File: src/rtl/keypad_pkg.sv
// Shared keypad definitions: scan tick default, emulator state encoding and
// the key-number to row/column index split used by both scanner and emulator.
package keypad_pkg;

  localparam int TICK_MAX_DEFAULT = 50;

  typedef enum logic [1:0] {
    IDLE  = 2'd0,
    PRESS = 2'd1,
    GAP   = 2'd2
  } state_e;

  // Key k sits at row k[3:2], column k[1:0].
  localparam int ROW_IDX_MSB = 3;
  localparam int ROW_IDX_LSB = 2;
  localparam int COL_IDX_MSB = 1;
  localparam int COL_IDX_LSB = 0;

  function automatic logic [1:0] key_row(input logic [3:0] k);
    return k[ROW_IDX_MSB:ROW_IDX_LSB];
  endfunction

  function automatic logic [1:0] key_col(input logic [3:0] k);
    return k[COL_IDX_MSB:COL_IDX_LSB];
  endfunction

endpackage

File: src/rtl/key_fifo.sv
// Small first-word-fall-through queue of 4-bit key requests.
module key_fifo #(
  parameter int DEPTH = 4
) (
  input  logic       clk_M,
  input  logic       reset,
  input  logic       push_i,
  input  logic [3:0] data_i,
  input  logic       pop_i,
  output logic [3:0] data_o,
  output logic       full_o,
  output logic       empty_o
);

  localparam int AW = (DEPTH > 1) ? $clog2(DEPTH) : 1;

  logic [3:0]    mem_q [DEPTH];
  logic [AW-1:0] wr_ptr_q;
  logic [AW-1:0] rd_ptr_q;
  logic [AW:0]   count_q;
  logic          push_ok;
  logic          pop_ok;

  assign full_o  = (count_q == (AW+1)'(DEPTH));
  assign empty_o = (count_q == '0);
  assign push_ok = push_i & ~full_o;
  assign pop_ok  = pop_i & ~empty_o;
  assign data_o  = mem_q[rd_ptr_q];

  // Storage carries no reset; the pointers alone define what is valid.
  always_ff @(posedge clk_M) begin
    if (push_ok) mem_q[wr_ptr_q] <= data_i;
  end

  always_ff @(posedge clk_M or posedge reset) begin
    if (reset) begin
      wr_ptr_q <= '0;
      rd_ptr_q <= '0;
      count_q  <= '0;
    end else begin
      if (push_ok) wr_ptr_q <= wr_ptr_q + 1'b1;
      if (pop_ok)  rd_ptr_q <= rd_ptr_q + 1'b1;
      case ({push_ok, pop_ok})
        2'b10:   count_q <= count_q + 1'b1;
        2'b01:   count_q <= count_q - 1'b1;
        default: count_q <= count_q;
      endcase
    end
  end

endmodule

File: src/rtl/keypad_emulator.sv
// Emulates key presses on a scanned 4x4 matrix: queued key numbers are held
// pressed for HOLD_TICKS scan ticks, followed by GAP_TICKS of release.
module keypad_emulator
  import keypad_pkg::*;
#(
  parameter int TICK_MAX   = TICK_MAX_DEFAULT,
  parameter int HOLD_TICKS = 40,
  parameter int GAP_TICKS  = 40,
  parameter int FIFO_DEPTH = 4
) (
  input  logic       clk_M,
  input  logic       reset,
  input  logic       key_valid,
  input  logic [3:0] key_code,
  output logic       key_ready,
  input  logic [3:0] col,
  output logic [3:0] row,
  output logic       busy,
  output logic       key_done
);

  localparam int TW = (TICK_MAX > 1) ? $clog2(TICK_MAX) : 1;
  localparam int NW = $clog2(((HOLD_TICKS > GAP_TICKS) ? HOLD_TICKS : GAP_TICKS) + 1);

  logic          fifo_full;
  logic          fifo_empty;
  logic [3:0]    fifo_head;
  logic          pop;
  logic          tick;
  logic [TW-1:0] tick_cnt_q;

  state_e        state_q, state_d;
  logic [3:0]    key_q, key_d;
  logic [NW-1:0] ticks_q, ticks_d;
  logic [3:0]    row_q, row_d;
  logic          done_q, done_d;

  assign key_ready = ~fifo_full;
  assign busy      = (state_q != IDLE) | ~fifo_empty;
  assign row       = row_q;
  assign key_done  = done_q;
  assign tick      = (tick_cnt_q == TW'(TICK_MAX - 1));

  key_fifo #(.DEPTH(FIFO_DEPTH)) u_fifo (
    .clk_M   (clk_M),
    .reset   (reset),
    .push_i  (key_valid & key_ready),
    .data_i  (key_code),
    .pop_i   (pop),
    .data_o  (fifo_head),
    .full_o  (fifo_full),
    .empty_o (fifo_empty)
  );

  always_ff @(posedge clk_M or posedge reset) begin
    if (reset)     tick_cnt_q <= '0;
    else if (tick) tick_cnt_q <= '0;
    else           tick_cnt_q <= tick_cnt_q + 1'b1;
  end

  always_comb begin
    state_d = state_q;
    key_d   = key_q;
    ticks_d = ticks_q;
    done_d  = 1'b0;
    pop     = 1'b0;
    case (state_q)
      IDLE: begin
        if (!fifo_empty) begin
          pop     = 1'b1;
          key_d   = fifo_head;
          ticks_d = '0;
          state_d = PRESS;
        end
      end
      PRESS: begin
        if (tick) begin
          if (ticks_q == NW'(HOLD_TICKS - 1)) begin
            ticks_d = '0;
            state_d = GAP;
          end else begin
            ticks_d = ticks_q + 1'b1;
          end
        end
      end
      GAP: begin
        if (tick) begin
          if (ticks_q == NW'(GAP_TICKS - 1)) begin
            ticks_d = '0;
            done_d  = 1'b1;
            state_d = IDLE;
          end else begin
            ticks_d = ticks_q + 1'b1;
          end
        end
      end
      default: state_d = IDLE;
    endcase

    // Row is derived from the upcoming state so it is released on the very
    // edge that leaves PRESS and still tracks col with one cycle of latency.
    row_d = 4'b1111;
    if (state_d == PRESS && !col[key_col(key_d)]) row_d[key_row(key_d)] = 1'b0;
  end

  always_ff @(posedge clk_M or posedge reset) begin
    if (reset) begin
      state_q <= IDLE;
      key_q   <= '0;
      ticks_q <= '0;
      row_q   <= 4'b1111;
      done_q  <= 1'b0;
    end else begin
      state_q <= state_d;
      key_q   <= key_d;
      ticks_q <= ticks_d;
      row_q   <= row_d;
      done_q  <= done_d;
    end
  end

endmodule

File: config.mk
export PLATFORM = sky130hd
export DESIGN_NAME = keypad_emulator
export DESIGN_NICKNAME = d
export VERILOG_FILES = /design/src/rtl/keypad_pkg.sv /design/src/rtl/key_fifo.sv /design/src/rtl/keypad_emulator.sv
export SDC_FILE = /design/constraint.sdc
export NUM_CORES = 1
export LEC_CHECK = 0
export ABC_AREA = 1
export CORE_MARGIN = 5
export CORE_UTILIZATION = 47
export DETAILED_ROUTE_END_ITERATION = 12
export PLACE_DENSITY = 0.69
export SETUP_SLACK_MARGIN = 0.3
export SYNTH_ARGS = -nofsm -noshare
export SYNTH_HDL_FRONTEND = slang
export SYNTH_HIERARCHICAL = 1
export SYNTH_SLANG_ARGS = --single-unit
File: constraint.sdc
create_clock -name clk_M -period 1.8 [get_ports clk_M]
set_input_delay 0.54 -clock clk_M [delete_from_list [all_inputs] [get_ports clk_M]]
set_output_delay 0.54 -clock clk_M [all_outputs]
set_load 0.005 [all_outputs]
Word-level counts from Yosys, hierarchy flattened:

Memories as Yosys holds them, arrays and structs flattened.
Cells that the tools add are included.

* register bits after elaboration: 30
* memory bits (writable): 16
* memories kept: 1

* $add $sub $neg: 6
* magnitude comparators: 3
* equal/unequal tests: 10
* muxes and demuxes: 26
* bitwise operators: 7
* reductions and logical operators: 10

Memory list
* u_fifo.mem_q: words 4, bits a word 4, rd ports 1, clocked after memory_dff 0, write ports 1, line key_fifo.sv:17 `logic [3:0] mem_q [DEPTH];`

Operators by type and width (count)
* 2-to-1 mux 6 bit: 4
* adder 6 x 1 -> 6 bit, second input constant: 2
* equality test 6 bit, second input constant: 2
* 2-to-1 mux 4 bit: 3
* case mux 6 bit (2 select lines): 1
* 2-to-1 mux 2 bit: 5
* 2-to-1 mux 1 bit: 9
* equality test 2 x 1 -> 1 bit, second input constant: 3
* less-than comparator 2 x 3 -> 1 bit, second input constant: 2
* case mux 2 bit (3 select lines): 1
* case mux 3 bit (2 select lines): 1
* nonzero test 2 bit: 3
* adder 2 x 1 -> 2 bit, second input constant: 2
* equality test 2 bit, second input constant: 2
* inverter 4 bit: 1
* adder 3 x 1 -> 3 bit, second input constant: 1
* bitwise AND 1 bit: 3
* equality test 3 bit, second input constant: 1
* logical NOT 3 bit: 1
* AND reduction 3 bit: 1
* subtractor 3 x 1 -> 3 bit, second input constant: 1
* binary-select mux 1 bit (select 2 bit): 1
* demux 1 bit (select 2 bit): 1
* >= comparator 2 x 1 -> 1 bit, second input constant: 1
* 8 further kinds: 10

Longest topological paths before layout:

* depth in word-level cells: 9
* gate-level depth with buffers: 14

Cells and area by module:

Netlist, hierarchy kept.

By module, submodules not included
* keypad_emulator: instances 1, cells an instance 148, area each 1316.3 um^2
* key_fifo: instances 1, cells an instance 108, area each 1107.3 um^2

Least setup slack after synthesis:

No wires, ideal clock.

* kind: reg-to-reg
* start: register state_q[0]
* end: register u_fifo.count_q[2]
* library setup time: 0.117 ns
* data arrival time: 1.849 ns
* required time: 1.683 ns
* setup slack: -0.166 ns
* stages on the path, launching flop included: 14
* path buffers: 0
* clock period less this slack: 1.966 ns
* path through: dfrtp_1 -> inv_1 -> ha_1 -> inv_2 -> nor2_4 -> nand2_1 -> inv_1 -> ha_1 -> inv_1 -> fa_1 -> nand2_1 -> nand3_1 -> nand2_1 -> nand2_1

* longest elaborated chain between the ends: 5
* elaborated cells on any way between the ends: 7
* those cells by class: eq/ne (2); mux (2); bitwise (1); reduce/logical (2)

Ends and longest elaborated chain
* start: declaration: line keypad_emulator.sv:32 `state_e state_q, state_d;`
* start signal: assignment: line keypad_emulator.sv:114 `state_q <= state_d;`
* logical NOT 2 bit *: line keypad_emulator.sv:67 `case (state_q)`
* 2-to-1 mux 1 bit *: line keypad_emulator.sv:67
* named net pop: line keypad_emulator.sv:28 `logic pop;`
* bitwise AND 1 bit *: line key_fifo.sv:27 `assign pop_ok = pop_i & ~empty_o;`
* named net u_fifo.pop_ok: line key_fifo.sv:22 `logic pop_ok;`
* equality test 2 x 1 -> 1 bit or equality test 2 bit (tied branches): line key_fifo.sv:43 `case ({push_ok, pop_ok})`
* case mux 3 bit (2 select lines) or nonzero test 2 bit (tied branches)
* end signal: assignment: line key_fifo.sv:44 `2'b10: count_q <= count_q + 1'b1;`
* end signal: assignment: line key_fifo.sv:45 `2'b01: count_q <= count_q - 1'b1;`
* end signal: assignment: line key_fifo.sv:46 `default: count_q <= count_q;`
* end: declaration: line key_fifo.sv:20 `logic [AW:0] count_q;`

The timed path passes the listed nets; every way through them passes the cells marked *.
A chain may end at the register's enable or synchronous reset.

Worst setup path after layout:

* start: register u_fifo.count_q[2]
* end: output busy

* longest elaborated chain between the ends: 3

Ends and longest elaborated chain
* logical NOT 3 bit: line key_fifo.sv:25 `assign empty_o = (count_q == '0);`
* named net fifo_empty: line keypad_emulator.sv:26 `logic fifo_empty;`
* inverter 1 bit: line keypad_emulator.sv:39 `assign busy = (state_q != IDLE) | ~fifo_empty;`
* OR 1 bit: line keypad_emulator.sv:39
* end: declaration: line keypad_emulator.sv:18 `output logic busy,`

The timed path passes the listed nets, and every way through them passes these cells.

==> flow_metrics.py <==
metrics = {
    "outcome": {
        "violations": "setup timing",
        "outcome": "finished, violations left",
    },
    "pwr": {
        "p_sw_mw": 2.15,
        "p_comb_share_pct": 58.9,
        "intPower_mw": 3.24,
        "p_per_area_nw_per_um2": 1640,
        "ir_drop_uv": 940,
        "seqPwrFrac_pct": 28.6,
        "power_frac_clock_pct": 12.5,
        "p_sw_share_pct": 39.9,
        "leakage_nw": 1.54,
        "fin_total_pwr_mw": 5.39,
    },
    "logic_synthesis": {
        "synth_nets": 280,
        "ys.flop_type": "dfrtp_1",
        "yosys-top-cells-count": "inv_1, nand2_1, dfrtp_1, edfxtp_1, nand3_1",
        "synthTopCellsByArea": "dfrtp_1, edfxtp_1, inv_1, nand2_1, ha_1",
        "synth_cells": 256,
        "synthesis.area_um2": 2420,
        "yosysTopAreaCell": "dfrtp_1",
        "synth_most_common_cell": "inv_1",
        "syn_avg_cell_area_um2": 9.47,
        "netlist.area_leader.share_pct": 26.8,
        "synth-edff-count": 16,
        "synthArstFlopShare_pct": 65.2,
        "synth_seq_cells": 46,
        "synth.distinct_cells": 30,
        "yosysWarnings": 6,
        "yosysSeqAreaShare_pct": 51.0,
    },
    "global_routing": {
        "grt_overflow": 0,
        "grt_pass1_wl_um": 7130,
        "grt_pass1_vias": 1777,
        "grt_util_all_layers_pct": 13.8,
        "antenna_found_initial": 0,
        "grt_max_degree": 24,
    },
    "floorplanning": {
        "die_h_um": 81.8,
        "start_util_pct": 48.1,
        "dieArea_um2": 6690,
        "die_w_um": 81.8,
        "ioPinCount": 18,
        "rows": 26,
        "core_area_um2": 5040,
    },
    "critical_path": {
        "path_buf_inv": 5,
        "rr_worst_depth": 15,
        "crit_arrival_ns": 1.31,
        "crit_slowest_cell": "dfrtp_1",
        "cp_top_family": "buffers and inverters",
        "worstSetupStartpoint": "u_fifo/count_q[2]",
        "reg2reg_slack_ns": -0.05,
        "startpoint_type": "flip-flop",
        "worstPathCellList": "buf_6 > inv_4 > nand3_4 > inv_2 > buf_4 > nand2_1 > buf_2",
        "cpPeakStageDelay_ns": 0.40,
        "r2r-start": "u_fifo/count_q[2]",
        "critPathMaxFanout": 2,
        "cp.depth": 7,
        "path_class": "flip-flop to primary output",
        "cp.required_ns": 1.26,
        "endpoint_kind": "primary output",
    },
    "cts": {
        "clk_latency_ns": 0.30,
        "cts_htree_levels": 2,
        "cts_hold_buf": 0,
        "clk_pin_slew_ns": 0.09,
        "cts.sinks": 46,
        "cts_tree": "done",
        "clockBufferDepth": 2,
        "clock-root-buffer": "clkbuf_8",
        "cts_made_buffers": 5,
    },
    "timing": {
        "worst_slew_pin_slew_ns": 0.300,
        "maxSlewViolCount": 0,
        "timing.slew.headroom_pct": 79.9,
        "finClkSkew_ns": 0.00337,
        "setup_viol": 3,
        "setup_tns_ns": -0.105,
        "rsz0062_at_grt": "true",
        "min_period_ns": 1.85,
        "hold_viol": 0,
        "clock.fmax_mhz": 541,
        "finalCritPeriodShare_pct": 103,
        "fin_ws_ns": -0.0479,
    },
    "min_path": {
        "holdCritPathClass": "primary input to asynchronous set/reset pin",
    },
    "cells_and_area": {
        "syn2layout_area_growth_pct": 35.5,
        "regArea_um2": 1240,
        "multi_input_area_um2": 1160,
        "fillCellCount": 420,
        "drive_gt1_share_pct": 43.6,
        "nets": 344,
        "diodes": 0,
    },
    "detailed_routing": {
        "ant_nets": 0,
        "first_pass_iters": 4,
        "wire_per_inst_um": 11.2,
        "drcViolationCount": 0,
        "drtIter0Drc": 37,
        "via_count": 1771,
        "routed_wl_um": 4360,
        "vias_per_cell": 4.53,
    },
    "run": {
        "maxCapViolCount": 0,
    },
    "placed_design": {
        "gp_congestion": 0.813,
        "hpwlAfterDp_um": 2960,
        "portBuffers": 17,
    },
}
## placed cells by master, fill, tap and decap left out, drive strengths merged, types with 6 or more instances in the layout
master,count
buf,47
clkdlybuf4s50,9
dfrtp,26
edfxtp,16
ha,12
inv,59
nand2,61
nand3,21
nor2,21
o211ai,8
o21ai,7
or2,6
## state kept, by name (all words and copies together) (netlist names)
name	count
key_done	1
u_fifo/mem_q	16
u_fifo/count_q	3
u_fifo/wr_ptr_q	2
state_q	2
tick_cnt_q	6
u_fifo/rd_ptr_q	2
row	4
ticks_q	6
key_q	4
## stage by stage
stage	instances	utilization, %	hold slack, ns	setup WS, ns	cell area [um2]
4_1_cts	379	60.6	0.506	0.00704	3050
6_report	391	65.1	0.501	-0.0479	3280
5_1_grt	391	65.1	0.530	-0.161	3280
3_5_place_dp	360	56.0	0.499	-0.411	2820
2_1_floorplan	256	-	0.343	-0.0444	2440
3_3_place_gp	360	56.0	0.484	-0.333	2820
## power by group through the flow
| stage | combinational (mW) | clock [mW] | sequential, mW |
|---|---|---|---|
| after floorplan | 1.54 | 0 | 1.55 |
| after global placement | 2.10 | 0 | 1.56 |
| after detailed placement | 2.15 | 0 | 1.56 |
| after CTS | 2.52 | 0.685 | 1.54 |
| after global routing | 3.52 | 0.729 | 1.57 |
| final | 3.17 | 0.672 | 1.54 |
## path summary, 6_finish.rpt
path | endpoint
worst max-delay path | busy
worst min-delay path | u_fifo/count_q[2]
worst max register to register | u_fifo/count_q[2]
worst min register to register | ticks_q[1]
max in group asynchronous | row[0]
min in group clk_M | ticks_q[1]
## area by class of cell
type / instances / share of cell area, %
multi-input combinational: 153 / 35.3
clock inverter: 3 / 0.800
tap: 70 / 2.67
sequential: 46 / 37.6
clock buffer: 5 / 2.10
inverter: 56 / 6.55
timing repair buffer: 58 / 14.9
## metal layers
metal | track usage [%] | share of wire (%)
met2 | 25.5 | 52
met4 | 4.98 | 1.1
met5 | 0 | 0
met3 | 3.29 | 3.2
met1 | 15.3 | 44
## kinds of logic after synthesis
| kind of cell | after synthesis | synth area share, % |
|---|---|---|
| compound gates | 22 | 6.25 |
| xor+xnor | 5 | 1.81 |
| fa+ha+maj | 13 | 7.02 |
| buf+inv | 57 | 9.14 |
| flops | 46 | 51.0 |
| simple gates | 113 | 24.8 |
## repair_timing
action | CTS | global route
endpoints found under the hold margin | 0 | 0
pin swaps | 11 | 10
resized for setup | 53 | 39
endpoints found under the setup margin | 33 | 33
setup buffers | 11 | 12
No activity file was read; power rests on OpenSTA's default activity.
